**src/rtl/p0008_pkg.sv**
```systemverilog
// Shared definitions for the window-product search controller.
// Optional feature macro: WINDOW_ZERO_SKIP_EN (see p0008_window_ctrl).
package p0008_pkg;

  localparam int DIGIT_W = 4;
  localparam logic [DIGIT_W-1:0] DIGIT_MAX = 4'd9;

  localparam int DEF_LEN   = 1000;
  localparam int DEF_WIN   = 13;
  localparam int DEF_RES_W = 46;
  localparam int DEF_IDX_W = 10;

  typedef enum logic [2:0] {
    ST_IDLE,
    ST_FETCH,
    ST_WAIT_ROM,
    ST_MUL,
    ST_COMPARE,
    ST_DONE
  } state_t;

endpackage

```
**src/rtl/p0008_window_ctrl.sv**
```systemverilog
// Sequencing controller for the adjacent-digit window-product search.
// Walks every WIN-digit window of a LEN-digit ROM, multiplies the digits via an
// external iterative multiplier and keeps the strict maximum and its start index.
// Optional feature macro: WINDOW_ZERO_SKIP_EN -- a 0 digit skips the rest of
// every window containing it, without issuing a multiply.
//
// Multiplier handshake: mul_req is held high with mul_a/mul_b stable until a
// cycle where mul_ack is also high; that cycle transfers mul_p. mul_ack while
// mul_req is low is ignored. Dropping mul_req on reset is legal.
module p0008_window_ctrl
  import p0008_pkg::*;
#(
  parameter int LEN   = DEF_LEN,
  parameter int WIN   = DEF_WIN,
  parameter int RES_W = DEF_RES_W,
  parameter int IDX_W = DEF_IDX_W
) (
  input  logic               clk,
  input  logic               rst,
  input  logic               start,
  output logic [IDX_W-1:0]   digit_addr,
  input  logic [DIGIT_W-1:0] digit_data,
  output logic               mul_req,
  output logic [RES_W-1:0]   mul_a,
  output logic [DIGIT_W-1:0] mul_b,
  input  logic               mul_ack,
  input  logic [RES_W-1:0]   mul_p,
  output logic [RES_W-1:0]   result,
  output logic [IDX_W-1:0]   best_index,
  output logic               busy,
  output logic               done,
  output logic               error,
  output state_t             dbg_state
);

  // last legal window start, one bit wider so base+1 cannot wrap
  localparam logic [IDX_W:0]   LAST_BASE = (IDX_W+1)'(LEN - WIN);
  localparam logic [IDX_W-1:0] J_LAST    = IDX_W'(WIN - 1);
  localparam logic [IDX_W:0]   ONE_W     = (IDX_W+1)'(1);

  state_t             state_q, state_d;
  logic [IDX_W-1:0]   base_q, base_d;
  logic [IDX_W-1:0]   j_q, j_d;
  logic [RES_W-1:0]   acc_q, acc_d;
  logic [RES_W-1:0]   result_q, result_d;
  logic [IDX_W-1:0]   best_q, best_d;
  logic               done_q, done_d;
  logic               error_q, error_d;
  logic [DIGIT_W-1:0] mul_b_q, mul_b_d;
  logic [IDX_W:0]     base_inc;

  assign base_inc = {1'b0, base_q} + ONE_W;

`ifdef WINDOW_ZERO_SKIP_EN
  logic [IDX_W:0] base_skip;
  // first window start past the zero just read
  assign base_skip = {1'b0, base_q} + {1'b0, j_q} + ONE_W;
`endif

  // state and datapath registers
  always_ff @(posedge clk) begin
    if (rst) begin
      state_q  <= ST_IDLE;
      base_q   <= '0;
      j_q      <= '0;
      acc_q    <= '0;
      result_q <= '0;
      best_q   <= '0;
      done_q   <= 1'b0;
      error_q  <= 1'b0;
      mul_b_q  <= '0;
    end else begin
      state_q  <= state_d;
      base_q   <= base_d;
      j_q      <= j_d;
      acc_q    <= acc_d;
      result_q <= result_d;
      best_q   <= best_d;
      done_q   <= done_d;
      error_q  <= error_d;
      mul_b_q  <= mul_b_d;
    end
  end

  // next-state and datapath update
  always_comb begin
    state_d  = state_q;
    base_d   = base_q;
    j_d      = j_q;
    acc_d    = acc_q;
    result_d = result_q;
    best_d   = best_q;
    done_d   = done_q;
    error_d  = error_q;
    mul_b_d  = mul_b_q;
    unique case (state_q)
      ST_IDLE, ST_DONE: begin
        if (start) begin
          result_d = '0;
          best_d   = '0;
          done_d   = 1'b0;
          error_d  = 1'b0;
          base_d   = '0;
          j_d      = '0;
          acc_d    = RES_W'(1);
          state_d  = ST_FETCH;
        end
      end
      ST_FETCH: begin
        state_d = ST_WAIT_ROM;
      end
      ST_WAIT_ROM: begin
        if (digit_data > DIGIT_MAX) begin
          error_d = 1'b1;
          done_d  = 1'b1;
          state_d = ST_DONE;
`ifdef WINDOW_ZERO_SKIP_EN
        end else if (digit_data == '0) begin
          // every window holding this zero has product 0 and cannot win
          base_d = base_skip[IDX_W-1:0];
          j_d    = '0;
          acc_d  = RES_W'(1);
          if (base_skip > LAST_BASE) begin
            done_d  = 1'b1;
            state_d = ST_DONE;
          end else begin
            state_d = ST_FETCH;
          end
`endif
        end else begin
          mul_b_d = digit_data;
          state_d = ST_MUL;
        end
      end
      ST_MUL: begin
        if (mul_ack) begin
          acc_d = mul_p;
          if (j_q == J_LAST) begin
            state_d = ST_COMPARE;
          end else begin
            j_d     = j_q + 1'b1;
            state_d = ST_FETCH;
          end
        end
      end
      ST_COMPARE: begin
        // strict compare keeps the earliest window on ties
        if (acc_q > result_q) begin
          result_d = acc_q;
          best_d   = base_q;
        end
        base_d = base_inc[IDX_W-1:0];
        j_d    = '0;
        acc_d  = RES_W'(1);
        if (base_inc > LAST_BASE) begin
          done_d  = 1'b1;
          state_d = ST_DONE;
        end else begin
          state_d = ST_FETCH;
        end
      end
      default: begin
        state_d = ST_IDLE;
      end
    endcase
  end

  assign digit_addr = (state_q == ST_FETCH) ? (base_q + j_q) : '0;
  assign mul_req    = (state_q == ST_MUL);
  assign mul_a      = acc_q;
  assign mul_b      = mul_b_q;
  assign result     = result_q;
  assign best_index = best_q;
  assign busy       = (state_q != ST_IDLE) && (state_q != ST_DONE);
  assign done       = done_q;
  assign error      = error_q;
  assign dbg_state  = state_q;

endmodule
```
**config.mk**
```make
export PLATFORM = sky130hd
export DESIGN_NAME = p0008_window_ctrl
export DESIGN_NICKNAME = d
export VERILOG_FILES = /design/src/rtl/p0008_pkg.sv /design/src/rtl/p0008_window_ctrl.sv
export SDC_FILE = /design/constraint.sdc
export NUM_CORES = 1
export LEC_CHECK = 0
export BUFFER_PORTS_ARGS = -buffer_cell sky130_fd_sc_hd__buf_2
export CAP_MARGIN = 25
export CORE_MARGIN = 4
export CORE_UTILIZATION = 40
export DETAILED_ROUTE_END_ITERATION = 10
export SYNTH_ARGS = -nofsm -noshare
export SYNTH_HDL_FRONTEND = slang
export SYNTH_SLANG_ARGS = --single-unit
```
**constraint.sdc**
```tcl
create_clock -name clk -period 5.77 [get_ports clk]
set_clock_uncertainty 0.15 [all_clocks]
set_input_delay 0 -clock clk [delete_from_list [all_inputs] [get_ports clk]]
set_output_delay 0 -clock clk [all_outputs]
set_load 0.05 [all_outputs]
```
==> metrics <==
Die Span X 142 um; clock sink total 131; number of nets in the layout 1210; number of register bits inferred by synthesis 131; total iterations of the first detailed-routing run 4; Hold Vio Cnt, Final 0; initial core utilization 41.1%; HPWL after DPL 13.4 mm; post-synthesis cell type with the largest combined area sky130_fd_sc_hd__dfxtp_1; syn nets 994; overall die height 142 um; combined global-route utilization of all metal layers 19.7%; maximum number of pins on one net before global-route repair 73; clock period minus worst slack 3.21 ns; leakage component of the power 3.99 nW; Finished Core Util 54.3%; remaining design rule violation count 0; cell area after placement 8160 um^2; post-CTS setup-driven buffer insertion count 0; area of the mapped netlist 7160 um^2; maximum clock path buffer count 2; top-level port count 177; total design power 3.12 mW; maximum fanout along the worst path 56; nature of the critical path startpoint flip-flop; Hold WC Path Type in -> reg; layout filler cell count 1670; area of the placeable core 17400 um^2; Yosys top cell area share 36.6%; floorplan die area 20100 um^2; site row count 48; count of flip-flops with a built-in enable after synthesis 0; IR drop worst, VDD 0.000259 V; number of antenna violations at the first check in global routing 0; max_cap viols 0; most common flop cell mapped by yosys sky130_fd_sc_hd__dfxtp_1; final instance area 9460 um^2; highest attainable clock frequency 311 MHz; share of layout cells above drive strength 1 20.1%; register area 2620 um^2; synthesized area divided by synthesized cell count 8.13 um^2; total placed cells including tap cells 1238; gate count after technology mapping 880; final global-route overflow total 0; number of port buffers 176; cell at the root of the clock tree sky130_fd_sc_hd__clkbuf_16; synthesis-to-layout area growth 32.2%; count of antenna diodes in the layout 0; critical path capture point type flip-flop; detailed router's first-iteration violation count 297; largest cells by area after synthesis sky130_fd_sc_hd__dfxtp_1, sky130_fd_sc_hd__ha_1, sky130_fd_sc_hd__nand2_1; clock buffers created by TritonCTS 17; worst endpoint data arrival time 3.40 ns; wire length of the first global-routing pass 32.3 mm; outcome complete, no violations; Critical Path, Cell by Cell inv_1, ha_1, nand4_1, nor4_1, nand3_1, o41ai_4, buf_4, mux2i_1; overall via count from detail_route 6617; Max H-tree Level 4; unique cell type count in the Yosys netlist 59; footprint of the multi-input gates 4120 um^2; data required time of the critical path 5.96 ns; final routed wirelength across all metal layers 19.8 mm; total setup violations reported at the end of the flow 0; share of synthesized registers carrying an async set or reset 0%; warnings from Yosys 0; largest incremental delay on the critical path 0.83 ns; total of cells resized after clock tree synthesis 0; final cycle utilization of the critical path 55.6%; clock slew seen by the registers of the worst setup and hold paths 0.06 ns; RSZ-0062 raised after global routing false; total power divided by cell area 330 nW/um^2; leading cell types by count after synthesis sky130_fd_sc_hd__nand2_1, sky130_fd_sc_hd__dfxtp_1, sky130_fd_sc_hd__a21oi_1; via count of the first global-routing pass 6345; actual slew at the worst max-slew pin 0.993 ns; library cell with the highest instance count after synthesis sky130_fd_sc_hd__nand2_1; Post-Layout Cell Count 1334; number of max-slew violations in the final report 0; per-cell routed wire length 14.9 um; detail-routed via count per cell 4.96; number of nets still failing antenna checks after routing 0; final total negative setup slack 0 ns; Final Wtd Congestion 0.821; cell with the largest stage delay on the worst path sky130_fd_sc_hd__buf_4; worst setup path class reg -> reg; Skew-Pair Late Insertion Delay 0.42 ns; part of the Yosys area used for sequential elements 36.6%; TritonCTS clock tree done; Max transition margin 33.8%
## sequential cells by signal, summed over array words and instances, names as in the netlist
name,flops
j_q,10
result,46
dbg_state,3
done,1
base_q,10
error,1
best_index,10
mul_b,4
mul_a,46
## through the flow
| stage | hold slack, ns | worst slack (ns) |
|---|---|---|
| after floorplan | -0.0140 | 2.65 |
| after global placement | 0.0944 | 2.61 |
| after detailed placement | 0.0957 | 2.53 |
| after CTS | 0.0144 | 2.50 |
| after global routing | 0.0743 | 2.24 |
| final | 0.0194 | 2.56 |
## final timing paths
| kind | start | endpoint | slack (ns) | cells after the start |
|---|---|---|---|---|
| worst min-delay path | rst | mul_a[0] | 0.02 | 2 |
| worst max-delay path | result[41] | result[2] | 2.56 | 8 |
| worst min register to register | best_index[5] | best_index[5] | 0.30 | 2 |
| worst max register to register | result[41] | result[2] | 2.56 | 8 |
## area by class of cell
class,instances,share of cell area [%]
inverters,55,2.18
multi-input cells,644,43.5
repair buffers,247,16.7
flip-flops and latches,131,27.7
clock buffers,22,5.01
clock inverters,10,1.88
well taps,225,2.98
## placed cells by master, fill, tap and decap left out, types with 3 or more instances in the layout
| cell | count |
|---|---|
| sky130_fd_sc_hd__buf_2 | 176 |
| sky130_fd_sc_hd__nand2_1 | 156 |
| sky130_fd_sc_hd__dfxtp_1 | 131 |
| sky130_fd_sc_hd__a21oi_1 | 83 |
| sky130_fd_sc_hd__dlygate4sd3_1 | 63 |
| sky130_fd_sc_hd__nand2b_1 | 62 |
| sky130_fd_sc_hd__ha_1 | 59 |
| sky130_fd_sc_hd__mux2i_1 | 57 |
| sky130_fd_sc_hd__inv_1 | 55 |
| sky130_fd_sc_hd__nor2_1 | 47 |
| sky130_fd_sc_hd__nand3_1 | 29 |
| sky130_fd_sc_hd__o21ai_0 | 28 |
| sky130_fd_sc_hd__clkbuf_16 | 17 |
| sky130_fd_sc_hd__nand4_1 | 12 |
| sky130_fd_sc_hd__nor3_1 | 10 |
| sky130_fd_sc_hd__xor2_1 | 10 |
| sky130_fd_sc_hd__and3_1 | 9 |
| sky130_fd_sc_hd__nor2b_1 | 8 |
| sky130_fd_sc_hd__buf_4 | 7 |
| sky130_fd_sc_hd__xnor2_1 | 5 |
| sky130_fd_sc_hd__or3_1 | 5 |
| sky130_fd_sc_hd__a211oi_1 | 5 |
| sky130_fd_sc_hd__bufinv_16 | 5 |
| sky130_fd_sc_hd__a21o_1 | 4 |
| sky130_fd_sc_hd__a31oi_1 | 4 |
| sky130_fd_sc_hd__clkinv_2 | 4 |
| sky130_fd_sc_hd__o21a_1 | 3 |
| sky130_fd_sc_hd__nor4_1 | 3 |
| sky130_fd_sc_hd__nor3b_1 | 3 |
| sky130_fd_sc_hd__and4_1 | 3 |
| sky130_fd_sc_hd__a2bb2oi_1 | 3 |
| sky130_fd_sc_hd__clkbuf_8 | 3 |
## power breakdown
part | switching, mW | internal, mW | total, mW
clock network | 0.395 | 0.798 | 1.19
logic | 0.621 | 0.283 | 0.904
registers | 0.0645 | 0.958 | 1.02
## layer usage
metal  vias up  share of wire [%]  track usage [%]
met5         -                  0                0
met4         0                1.9             6.36
met3        24                4.6             4.35
met2       134                 48             32.9
met1      3041                 46             25.4
li1       3418                  -                -
## critical path, delay by kind of cell (launching register included)
kind | cells | cell delay, ns
AO/OA/AOI/OAI | 1 | 0.30
adder cells (fa/ha/maj) | 1 | 0.28
buffers and inverters | 2 | 0.88
flip-flops | 1 | 0.34
multiplexers | 1 | 0.28
AND/OR/NAND/NOR | 3 | 0.87
## cell families (layout without fill, tap and decap cells)
group	Yosys count	count (layout)	share of synthesized area [%]
compound gates	155	155	12.8
xor+xnor	15	15	1.84
fa+ha+maj	60	60	10.6
buf+inv	105	334	6.14
flops	131	131	36.6
mux	57	57	7.97
simple gates	357	357	24.0
## repair_timing
action | in CTS | in global routing
hold buffers | 63 | 0
hold endpoints to repair | 54 | 0
setup endpoints to repair | 0 | 0
Power figures use the tool's default switching activity.
